**src/rtl/text_buffer_16x16.sv**
```systemverilog
// 16x16 writable character buffer with a byte-stream write port and a hardware cursor.
// Read port matches the character ROM convention (char_xy = {x, y}, one-cycle registered read).
module text_buffer_16x16 #(
    parameter logic [6:0] CLR_CHAR = 7'h20
) (
    input  logic       clk,
    input  logic       rst_n,
    input  logic [7:0] wr_char,
    input  logic       wr_valid,
    output logic       wr_ready,
    input  logic [7:0] char_xy,
    output logic [6:0] char_code,
    output logic [7:0] cursor_xy,
    output logic       busy
);

    typedef enum logic {
        CLEAR = 1'b0,
        IDLE  = 1'b1
    } state_t;

    state_t     state_reg;
    logic [7:0] clr_cnt_reg;
    logic [3:0] cur_x_reg;
    logic [3:0] cur_y_reg;

    logic [6:0] mem [0:255];

    logic       accept;
    logic       is_print;
    logic       mem_we;
    logic [7:0] mem_waddr;
    logic [6:0] mem_wdata;

    assign accept   = wr_valid && (state_reg == IDLE);
    assign is_print = (wr_char >= 8'h20) && (wr_char <= 8'h7E);

    assign wr_ready  = (state_reg == IDLE);
    assign busy      = (state_reg == CLEAR);
    assign cursor_xy = {cur_x_reg, cur_y_reg};

    // Single write port shared by the clear sweep and printable characters.
    // Writes are held off while reset is asserted so the RAM keeps its contents.
    always_comb begin
        mem_we    = 1'b0;
        mem_waddr = clr_cnt_reg;
        mem_wdata = CLR_CHAR;
        if (state_reg == CLEAR) begin
            mem_we = rst_n;
        end else if (accept && is_print) begin
            mem_we    = rst_n;
            mem_waddr = {cur_y_reg, cur_x_reg};
            mem_wdata = wr_char[6:0];
        end
    end

    always_ff @(posedge clk) begin
        if (mem_we) begin
            mem[mem_waddr] <= mem_wdata;
        end
    end

    // Read-before-write falls out of the non-blocking update of mem.
    always_ff @(posedge clk or negedge rst_n) begin
        if (!rst_n) begin
            char_code <= 7'h00;
        end else begin
            char_code <= mem[{char_xy[3:0], char_xy[7:4]}];
        end
    end

    always_ff @(posedge clk or negedge rst_n) begin
        if (!rst_n) begin
            state_reg   <= CLEAR;
            clr_cnt_reg <= 8'd0;
            cur_x_reg   <= 4'd0;
            cur_y_reg   <= 4'd0;
        end else begin
            case (state_reg)
                CLEAR: begin
                    clr_cnt_reg <= clr_cnt_reg + 8'd1;
                    cur_x_reg   <= 4'd0;
                    cur_y_reg   <= 4'd0;
                    if (clr_cnt_reg == 8'hFF) begin
                        state_reg <= IDLE;
                    end
                end
                IDLE: begin
                    if (accept) begin
                        if (is_print) begin
                            // 4-bit fields wrap naturally at column 15 and row 15.
                            cur_x_reg <= cur_x_reg + 4'd1;
                            if (cur_x_reg == 4'hF) begin
                                cur_y_reg <= cur_y_reg + 4'd1;
                            end
                        end else if (wr_char == 8'h0D) begin
                            cur_x_reg <= 4'd0;
                        end else if (wr_char == 8'h0A) begin
                            cur_x_reg <= 4'd0;
                            cur_y_reg <= cur_y_reg + 4'd1;
                        end else if (wr_char == 8'h08) begin
                            if (cur_x_reg != 4'd0) begin
                                cur_x_reg <= cur_x_reg - 4'd1;
                            end else if (cur_y_reg != 4'd0) begin
                                cur_x_reg <= 4'hF;
                                cur_y_reg <= cur_y_reg - 4'd1;
                            end
                        end else if (wr_char == 8'h0C) begin
                            state_reg   <= CLEAR;
                            clr_cnt_reg <= 8'd0;
                            cur_x_reg   <= 4'd0;
                            cur_y_reg   <= 4'd0;
                        end
                    end
                end
                default: begin
                    state_reg <= CLEAR;
                end
            endcase
        end
    end

endmodule

```
**config.mk**
```make
export PLATFORM = sky130hd
export DESIGN_NAME = text_buffer_16x16
export DESIGN_NICKNAME = d
export VERILOG_FILES = /design/src/rtl/text_buffer_16x16.sv
export SDC_FILE = /design/constraint.sdc
export NUM_CORES = 2
export LEC_CHECK = 0
export CORE_ASPECT_RATIO = 0.5
export CORE_MARGIN = 10
export CORE_UTILIZATION = 25
export CTS_BUF_LIST = sky130_fd_sc_hd__clkbuf_8 sky130_fd_sc_hd__clkbuf_16
export DETAILED_ROUTE_END_ITERATION = 8
export GPL_TIMING_DRIVEN = 0
export PLACE_DENSITY = 0.48
export REMOVE_ABC_BUFFERS = 1
export SYNTH_ARGS = -nofsm -noshare
export SYNTH_HDL_FRONTEND = slang
export SYNTH_SLANG_ARGS = --single-unit
```
**constraint.sdc**
```tcl
create_clock -name clk -period 7.9 [get_ports clk]
set_input_delay 0.79 -clock clk [delete_from_list [all_inputs] [get_ports clk]]
set_output_delay 0.79 -clock clk [all_outputs]
set_load 0.005 [all_outputs]
```
# == Yosys cells after proc, flatten, opt, wreduce, memory -nomap -nowiden ==
# Memories as Yosys holds them, arrays and structs flattened. A register that Yosys moved wholly into a read port is not among the register bits.
# Index checks and enable logic that the tools add are counted.
# word_totals
reg_bits,17
latchBits,0
ram_bits,1792
romBits,0
inputBits,19
output_inout_bits,17
memories,1
# memory_table
memory,words,width,read_ports,rd_ports_with_merged_regs,wr,line,source
mem,256,7,1,1,1,27,logic [6:0] mem [0:255];
# classes
add_sub_neg,5
n_mul,0
div_mod_pow,0
n_lt_le_gt_ge,2
n_eq_ne,19
n_shift,0
mux,41
bitwise_logic,1
n_reduce_logical,9
# ops
operator,n
4-bit 2-to-1 mux,16
8-bit 2-to-1 mux,8
8-bit by 4-bit equality test with 1-bit output (second input constant),4
4-bit one-hot mux with 2 select lines,2
8-bit one-hot mux with 2 select lines,1
7-bit 2-to-1 mux,2
6-bit AND reduction,2
1-bit 2-to-1 mux,11
4-bit by 1-bit adder with 4-bit output (second input constant),2
8-bit by 1-bit adder with 8-bit output (second input constant),1
8-bit equality test (second input constant),1
8-bit by 6-bit >= comparator with 1-bit output (second input constant),1
8-bit by 7-bit <= comparator with 1-bit output (second input constant),1
2-bit != test (second input constant),4
4-bit nonzero test,2
4-bit by 1-bit subtractor with 4-bit output (second input constant),2
7-bit by 5-bit != test with 1-bit output (second input constant),1
6-bit by 1-bit != test with 1-bit output (second input constant),1
5-bit by 1-bit != test with 1-bit output (second input constant),1
5-bit by 4-bit != test with 1-bit output (second input constant),1
5-bit != test (second input constant),1
4-bit equality test (second input constant),1
2-bit by 1-bit != test with 1-bit output (second input constant),2
1-bit logical AND,3
6 further kinds,6

# == Depth between registers and ports, before layout ==
# depth
depth_word,9
depth_mapped,12
ltp_nobuf,8

# == Worst setup path after synthesis ==
# Ideal clock, no wire load.
# synth_timing
path_kind,input to register
from,in wr_char[1]
to,mem mem[0][1] (data pin)
t_arrival_ps,7542
path_slack_ps,-1030
stages,5
path_buffers,2
path_cell_list,buf_2 and3_4 a211o_1 buf_2 nor2_1
# synth_between
elab_chain_cells,5
# synth_lines
item,line,source
"start, declared",8,"input logic [7:0] wr_char,"
8-bit by 6-bit >= comparator with 1-bit output / 8-bit by 7-bit <= comparator with 1-bit output (equally long branches),36,assign is_print = (wr_char >= 8'h20) && (wr_char <= 8'h7E);
1-bit logical AND,36,
1-bit logical AND,50,end else if (accept && is_print) begin
7-bit 2-to-1 mux (*),50,
7-bit 2-to-1 mux (*),48,if (state_reg == CLEAR) begin
via mem_wdata[1],33,logic [6:0] mem_wdata;
"end, declared",27,
# Mark *: on every way through the listed nets, which the timed path passes. The rest lies on a longest branch.

# == Final worst setup path ==
# layout_timing
from,in wr_char[1]
to,mem mem[126][0] (enable)
# layout_between
elab_chain_cells,7
# layout_lines
item,line,source
8-bit by 6-bit >= comparator with 1-bit output / 8-bit by 7-bit <= comparator with 1-bit output (equally long branches),36,
1-bit logical AND (*),36,
1-bit logical AND (*),50,
1-bit 2-to-1 mux,50,
1-bit 2-to-1 mux,48,
1-bit 2-to-1 mux,58,if (mem_we) begin
1-bit 2-to-1 mux (implied by the code),59,mem[mem_waddr] <= mem_wdata;
# Every way passes the cells marked *; elsewhere a longest branch is shown, timed or not.

==> reports/results.txt <==
Post-synthesis sequential area ratio -> 76.4%
Port Buffer Count -> 35
Row cnt -> 138
Worst-path clk slew -> 0.06 ns
Filler instances -> 27596
Share of layout cells above drive strength 1 -> 21.0%
FFs w/ async S/R, synth -> 1.32%
Vias -> 34676
Leakage -> 25.3 nW
CTS tree -> built
First-pass GRT wire length -> 263 mm
CP arrival -> 5.30 ns
GRT Total Usage -> 11.6%
# DRC -> 0
DR vias/cell -> 4.61
Hold_buf cts -> 0
Hold path cells -> 1
Slew HR -> 2.84%
Initial antenna violation count -> 5
Synth-to-layout area growth -> 16.1%
Synth unique cells -> 73
Clk Latency, worst-skew pair -> 0.81 ns
Max reg flops -> 1792
Number of clock sinks -> 1816
Final WS setup -> 3.03 ns
1st-pass router iterations -> 5
Maximum vdd drop -> 214 uV
Ports -> 36
Skew final -> 0.0307 ns
Synthesized flop and latch total -> 1816
Total Nets Final -> 3611
Status -> completed
Final WL -> 182 mm
Worst Setup Start Kind -> primary input
CP Cell Sequence -> clkdlybuf4s50_1, and3_4, a211o_1, o21ai_1, nand3_2, buf_16, nor2_1
Pwr Density -> 244 mW/mm^2
Crit path max fanout -> 23
Syn Std Cell Area -> 0.0712 mm^2
Core area -> 0.283 mm^2
Most common cell after layout, fill and taps aside -> edfxtp_1
Die Width -> 775 um
CP required -> 8.34 ns
Total grt overflow -> 0
Largest net degree at the start of global routing -> 100
Gpl congestion -> 0.759
Clk buf depth -> 3
Ys flop type -> edfxtp_1
EDFF count, synth -> 1792
H-tree levels -> 4
Final setup fails -> 0
Routed WL per cell -> 24.2 um
Synth area leaders -> edfxtp_1, mux4_2, mux2i_1
Setup Slack @ Placement -> 2.15 ns
Placed Cells -> 7184
Final non-filler cell total -> 7519
Number of global-route vias before repair -> 36190
CP max-delay cell -> o21ai_1
Hold Vio Cnt, Final -> 0
Hold crit path type -> register to register
Setup repair bufs after CTS -> 0
1st-iter DRT viols -> 3601
Slew Limit Fails -> 0
Critical path endpoint category -> register
Chip height -> 397 um
Reg2reg path depth -> 6
Synth area leader -> edfxtp_1
Tmin final -> 4.87 ns
Final period util -> 61.6%
Area share of the largest cell type after synthesis -> 75.6%
Slew @ Worst Pin -> 1.44 ns
Syn Area/Cell -> 20.3 um^2
Die ar. -> 0.308 mm^2
Crit-path max cell delay -> 1.12 ns
CP Class -> primary input to register
Ys Warns -> 0
Syn Inst Count -> 3508
Post-cts resize count -> 0
Hpwl dp -> 117 mm
Starting Density -> 25.1%
Fmax -> 205 MHz
Inserted Clock Buffers -> 181
Commonest non-fill, non-tap cells in the layout -> edfxtp_1, mux4_2, nor2_1, clkbuf_16, mux2i_1
RSZ-0062 raised after global routing -> false
Root buffer cell -> clkbuf_16
Number of max-cap violations -> 0
Post-detailed-route count of antenna-violating nets -> 0
==> cells in the mapped netlist, drive strengths merged (13+ instances only) <==
cell / instances
edfxtp: 1792
mux4: 386
nor2: 302
mux2i: 132
buf: 131
a22oi: 122
clkbuf: 75
a21oi: 65
o22ai: 60
nand2: 53
nand3: 44
o21ai: 43
nor3: 31
nor4: 29
dfrtp: 24
mux2: 19
a22o: 17
a211oi: 14
a221oi: 14
nand3b: 14
inv: 13
==> final timing paths <==
check | startpoint | to | slack [ns]
setup reg to reg | wr_ready | mem[126][0] | 3.08
hold / removal | clr_cnt_reg[0] | clr_cnt_reg[0] | 0.61
hold reg to reg | clr_cnt_reg[0] | clr_cnt_reg[0] | 0.61
min in group asynchronous | rst_n | char_code[0] | 0.63
setup / recovery | wr_char[1] | mem[126][0] | 3.03
max in group asynchronous | rst_n | cur_x_reg[3] | 6.48
==> worst max-delay path: cells and delay by family <==
| family | cells | cell delay (ns) |
|---|---|---|
| buf+inv | 2 | 0.98 |
| simple gates | 3 | 1.71 |
| compound gates | 2 | 1.76 |
==> per-stage QoR <==
stage | cell area (um^2) | utilization (%) | total power [mW] | setup TNS (ns) | hold WS, ns
2_1_floorplan | 69900 | - | 11.3 | -508.29 | 0.494
3_3_place_gp | 75000 | 26.5 | 12.7 | -8835.94 | 0.592
6_report | 82600 | 29.2 | 20.2 | 0 | 0.612
5_1_grt | 82600 | 29.2 | 20.8 | 0 | 0.651
3_5_place_dp | 76800 | 27.1 | 12.0 | 0 | 0.601
4_1_cts | 82600 | 29.2 | 20.4 | 0 | 0.603
==> area by class of cell <==
class / count / area [um^2] / share of cell area, %
Antenna cell: 1 / 2.50 / 0.00303
Clock buffer: 191 / 4730 / 5.73
Clock inverter: 143 / 1080 / 1.31
Inverter: 13 / 51.3 / 0.0621
Multi-Input combinational cell: 1473 / 15700 / 19.0
Sequential cell: 1816 / 54400 / 65.9
Tap cell: 3780 / 4730 / 5.72
Timing Repair Buffer: 102 / 1930 / 2.33
==> where the power goes <==
group          switching, mW  internal [mW]
registers             0.0456           10.6
logic                  0.751          0.402
clock network           3.60           4.80
total                   4.40           15.8
==> layer usage <==
| metal | up-vias | share of wire, % | track usage, % |
|---|---|---|---|
| li1 | 14768 | - | - |
| met1 | 18543 | 42 | 15.1 |
| met2 | 1076 | 48 | 19.2 |
| met3 | 285 | 5.9 | 2.26 |
| met4 | 4 | 3.2 | 3.84 |
| met5 | - | 0.059 | 0.229 |
==> cells by family after synthesis <==
logic type | count (synthesis) | share of synthesized area (%)
flip-flops | 1816 | 76.4
AO/OA/AOI/OAI | 391 | 3.79
XOR/XNOR | 5 | 0.0615
buffers and inverters | 219 | 1.82
multiplexers | 537 | 14.4
adder cells (fa/ha/maj) | 5 | 0.0879
AND/OR/NAND/NOR | 535 | 3.43
No activity file was read; power rests on OpenSTA's default activity.
